## config.mk

```make
export PLATFORM = sky130hd
export DESIGN_NAME = div_6432
export DESIGN_NICKNAME = d
export VERILOG_FILES = /design/src/rtl/div_6432.sv
export SDC_FILE = /design/constraint.sdc
export NUM_CORES = 1
export LEC_CHECK = 0
export ABC_AREA = 0
export CORE_ASPECT_RATIO = 1.75
export CORE_UTILIZATION = 53
export DETAILED_ROUTE_END_ITERATION = 6
export PLACE_DENSITY = 0.76
export SLEW_MARGIN = 25
export SYNTH_ARGS = -nofsm -noshare
export SYNTH_HDL_FRONTEND = slang
export SYNTH_SLANG_ARGS = --single-unit
```

## constraint.sdc

```tcl
create_clock -name clk -period 3.2 [get_ports clk]
set_input_delay 0.96 -clock clk [delete_from_list [all_inputs] [get_ports clk]]
set_output_delay 0.96 -clock clk [all_outputs]
set_load 0.05 [all_outputs]
```

## src/rtl/div_6432.sv

```systemverilog
// div_6432: 64/32 unsigned restoring divider, one quotient bit per clock, 65-edge latency.
// Define DIV_6432_DBZ_EN to finish a zero-divisor division early with the dbz flag set.
module div_6432 (
    input  logic [63:0] ina,
    input  logic [31:0] inb,
    input  logic        clk,
    input  logic        rst_n,
    output logic [63:0] result,
    output logic [31:0] rem,
    output logic        ready_n,
    output logic        dbz
);
    typedef enum logic [1:0] {LOAD, RUN, DONE} state_t;
    state_t      state;
    logic [63:0] q;
    logic [31:0] d;
    logic [32:0] pr;
    logic [5:0]  cnt;
    logic [32:0] pr_sh, pr_nx;
    logic [63:0] q_nx;
    logic        ge;
    // 33-bit compare keeps the step overflow-free even for a divisor of all ones
    always_comb begin
        pr_sh = {pr[31:0], q[63]};
        ge    = pr_sh >= {1'b0, d};
        pr_nx = ge ? pr_sh - {1'b0, d} : pr_sh;
        q_nx  = {q[62:0], ge};
    end
    always_ff @(posedge clk or negedge rst_n) begin
        if (!rst_n) begin
            state   <= LOAD;
            q       <= '0;
            d       <= '0;
            pr      <= '0;
            cnt     <= '0;
            result  <= '0;
            rem     <= '0;
            ready_n <= 1'b1;
            dbz     <= 1'b0;
        end else begin
            case (state)
                LOAD: begin
                    q     <= ina;
                    d     <= inb;
                    pr    <= '0;
                    cnt   <= '0;
                    state <= RUN;
                end
                RUN: begin
`ifdef DIV_6432_DBZ_EN
                    if (d == '0) begin
                        result  <= '1;
                        rem     <= q[31:0];
                        dbz     <= 1'b1;
                        ready_n <= 1'b0;
                        state   <= DONE;
                    end else begin
`else
                    begin
`endif
                        q   <= q_nx;
                        pr  <= pr_nx;
                        cnt <= cnt + 6'd1;
                        if (cnt == 6'd63) begin
                            result  <= q_nx;
                            rem     <= pr_nx[31:0];
                            ready_n <= 1'b0;
                            state   <= DONE;
                        end
                    end
                end
                default: state <= DONE;
            endcase
        end
    end
endmodule
```

==> run summary <==
The flow ran to the end, and the final reports show no timing, DRC or antenna violations. The area taken by multi-input logic gates is 5233 um2. The congestion estimate from routability-driven global placement came to 0.9169. Counting the fill cells in the layout gives 1685.

The tool flagged a number of max-cap violations equal to 0. The cell area that synthesis handed to floorplanning was 11480 um2. The share of the cycle needed by the critical path after routing is 96.93%, and the via density per instance is 5.382. The die footprint is 22290 um2, and the sequential standard cell area is 5839 um2. Measured against its own limit, the worst slew margin works out to 48.25%. In this run the register-to-register setup slack is 0.1 ns.

The area added between synthesis and finish was 26.99%. The via count of the first global-routing pass was 9634; the count of distinct cell types in the synthesized netlist was 51. The detail-routed net length per standard cell was 16.61 um; the clock edge transition at the registers on the reported setup and hold paths was 0.06 ns. The worst setup path is captured at a register. Cell taking the most area after synthesis: sky130_fd_sc_hd__dfrtp_1. Of all flip-flops after synthesis, the portion carrying an async set or reset was 100.0%. Per report_power, the combinational group accounts for 40.4% of the total.

The tools report the reg-to-reg critical path startpoint as q[63]. Cells fill 69.09% of the core in the end. The via count of the routed design came out at 9177. The slew at the pin with the worst max-slew slack came out at 0.7763 ns. The capture point of the worst reg-to-reg path is pr[30]. The root buffer cell chosen for the clock tree is sky130_fd_sc_hd__clkbuf_16. The die is 196.7 um tall. By count the netlist is led by sky130_fd_sc_hd__nand2_1, sky130_fd_sc_hd__dfrtp_1, sky130_fd_sc_hd__o21ai_0.

The internal power is 0.006826 W. The number of cells traversed by the worst register-to-register path is 14. The most common cell in the synthesized netlist is sky130_fd_sc_hd__nand2_1. The DRC violation total after the first TritonRoute iteration is 374, and the maximum level of the CTS H-tree is 1. Of the total power, the share spent switching nets is 35.19%.

The arrival time reported for the critical path endpoint was 3.47 ns. The tools report the HPWL reported at the end of detailed placement as 19.67 mm. 196 I/O pins were placed. Sequential elements use 50.78% of the synthesized area. For the clock tree buffer depth, the log shows 3.

For the starting density of the core, the log shows 54.41%. The critical path goes through inv_1, ha_1, inv_1, fa_2, a21o_1, a221oi_2, and2_1, o21ai_2, o41ai_4, buf_4, o41ai_1, a211oi_1, mux2_2, o21ai_1. Measured along the x axis, the die boundary spans 113.3 um.

The worst hold slack after final layout is 0.4090 ns, and the final-report max-slew violation count is 0. After layout, the minimum clock period comes to 3.102 ns. For this design the total switching power over the nets is 0.003707 W. Counting flops with a built-in enable in the synthesized netlist gives 0. For the sequential cell fraction of total power, the log shows 34.8%.

The launch point of the worst path is q[63]. The power per cell area works out to 722.2 nW/um2. The run gives 6.988 nW as the leakage power figure.

Classification of the worst setup path: reg2reg. The run gives 0 as the final routed DRC violation total. Summed over all layers, the global routing overflow is 0.

The path class of the tightest hold or removal check is in2async. The first global-routing pass estimated 46.69 mm of wire. Across the VDD grid, the largest voltage drop is 0.0003752 V. By area the synthesized netlist is led by sky130_fd_sc_hd__dfrtp_1, sky130_fd_sc_hd__nand2_1, sky130_fd_sc_hd__mux2i_1.

Setup violations remaining at the end of the flow were counted as 0. Entering global routing, the biggest net connects 181 pins. In this run, CTS created clock tree buffers numbering 23. In this run the worst path has a maximum fanout of 4. When the netlist entered floorplanning its net count stood at 1358. Count of buffers inserted at the top-level ports: 194. The top-area cell type share of the netlist area works out to 50.55%. Clock skew on the completed layout was measured at 0.01411 ns. At the end of the flow, the number of nets in the layout was 1535. The routed design has 28.31 mm of wire.

Startpoint class of the critical path: a register. The logs give 0 for the number of buffers inserted for hold repair after clock tree synthesis and 1 for the initial antenna violation count. In this run the core area contains 70 standard-cell rows.

TritonCTS built the clock tree. The most repeated library cell on the critical path is sky130_fd_sc_hd__inv_1. The total of warnings raised by yosys was 1; the synthesized netlist cell count was 1226. Global routing used 26.16% of the available tracks across all layers.

For this run, the leading register cell type out of synthesis is sky130_fd_sc_hd__dfrtp_1. Of the total power, the clock network draws 24.8%. The insertion delay to the later sink of the worst-skew pair came out at 0.51 ns. At the worst endpoint, the required time is 3.57 ns.

The count of clock tree sinks is 233, and the remaining antenna violation count is 0. The synthesized design contains 233 register bits. Final-report hold violation count: 0.

In this design, the stage delay of the slowest critical-path cell is 0.44 ns. Slowest stage cell on the critical path: sky130_fd_sc_hd__o41ai_4. Based on the critical path, the design can be clocked at up to 322.4 MHz. The region available for standard cell placement spans 21110 um2. The post-route netlist has 7.768% of its cells at a drive strength greater than 1.

The average instance in the mapped netlist occupies 9.368 um2. The first detailed-routing pass ran for 4 iterations.
## layout make-up
class	count	area share [%]
diodes	1	0.01716
clock buffers	31	4.427
clock inverters	7	0.4890
inverters	41	1.055
multi-input cells	878	35.88
flip-flops and latches	233	40.04
well taps	288	2.471
repair buffers	226	15.62
## flip-flops by register name (all words and copies together), names as in the netlist
signal   cells
cnt          6
state        2
pr          32
q           64
ready_n      1
result      64
rem         32
d           32
## routing by layer
| layer | wire length, um | share of wire [%] | GRT usage (%) | vias up |
|---|---|---|---|---|
| met4 | 872 | 3.1 | 9.405 | 0 |
| met1 | 10750 | 38 | 28.78 | 4441 |
| met2 | 15200 | 54 | 49.01 | 216 |
| met3 | 1495 | 5.3 | 5.412 | 53 |
| met5 | 0 | 0 | 0 | - |
| li1 | - | - | - | 4467 |
## cell families after synthesis
logic type	count (synthesis)	share of synthesized area, %
flip-flops	233	50.78
buffers and inverters	115	4.020
other	1	0.03265
AND/OR/NAND/NOR	449	15.76
AO/OA/AOI/OAI	266	14.74
multiplexers	99	8.683
XOR/XNOR	29	2.212
adder cells (fa/ha/maj)	34	3.770
## worst max-delay path by stage
stage | to | depth (start not counted)
6_report | pr[30] | 14
3_5_place_dp | rem[26] | 13
4_1_cts | rem[26] | 13
2_1_floorplan | pr[26] | 13
3_3_place_gp | rem[26] | 13
5_1_grt | rem[24] | 14
## what timing repair did
| item | CTS | global route |
|---|---|---|
| endpoints found under the setup margin | 2 | 20 |
| pin swaps | 1 | 3 |
| gates resized for setup | 0 | 6 |
| setup buffers | 0 | 3 |
## cells in the final DEF (no fill, tap or decap), drive strengths merged, types with 2 or more instances in the layout
master,n
a31oi,4
nor2,27
a21boi,2
clkdlybuf4s50,193
nand2,369
mux2,5
xor2,9
o21bai,8
nand2b,9
clkbuf,31
dfrtp,232
xnor2,20
a211oi,5
o31a,2
and3,2
a21o,17
inv,43
clkinv,4
nand3,11
ha,33
o21ai,155
a21oi,28
buf,33
nor3b,5
a221oi,2
o41ai,2
nor2b,3
nand4,11
o31ai,28
o21a,6
nor3,6
or3b,2
mux2i,94
## through the flow
stage	setup slack (ns)	TNS, ns	power [W]	instance area (um2)	instances
after global placement	0.09333	0	0.007756	13830	1663
after floorplan	0.3154	0	0.006717	11480	1226
final	0.09814	0	0.01053	14580	1705
after global routing	-0.0008833	-0.0008833	0.01117	14580	1705
after CTS	0.02390	0	0.01051	14550	1701
after detailed placement	-0.03485	-0.04321	0.007863	13830	1663
## critical path, delay by kind of cell (launching register included)
kind	cells	cell delay, ns
mux	1	0.21
fa+ha+maj	2	0.52
compound gates	7	1.35
buf+inv	3	0.33
simple gates	1	0.20
flops	1	0.38
## power groups by stage
stage / Clock [W] / Combinational, W / Sequential [W]
final: 0.00261 / 0.00426 / 0.00366
after global routing: 0.00275 / 0.00470 / 0.00372
after CTS: 0.00266 / 0.00419 / 0.00366
after detailed placement: 0 / 0.00416 / 0.00370
after global placement: 0 / 0.00406 / 0.00369
after floorplan: 0 / 0.00311 / 0.00361
Power figures use the tool's default switching activity.
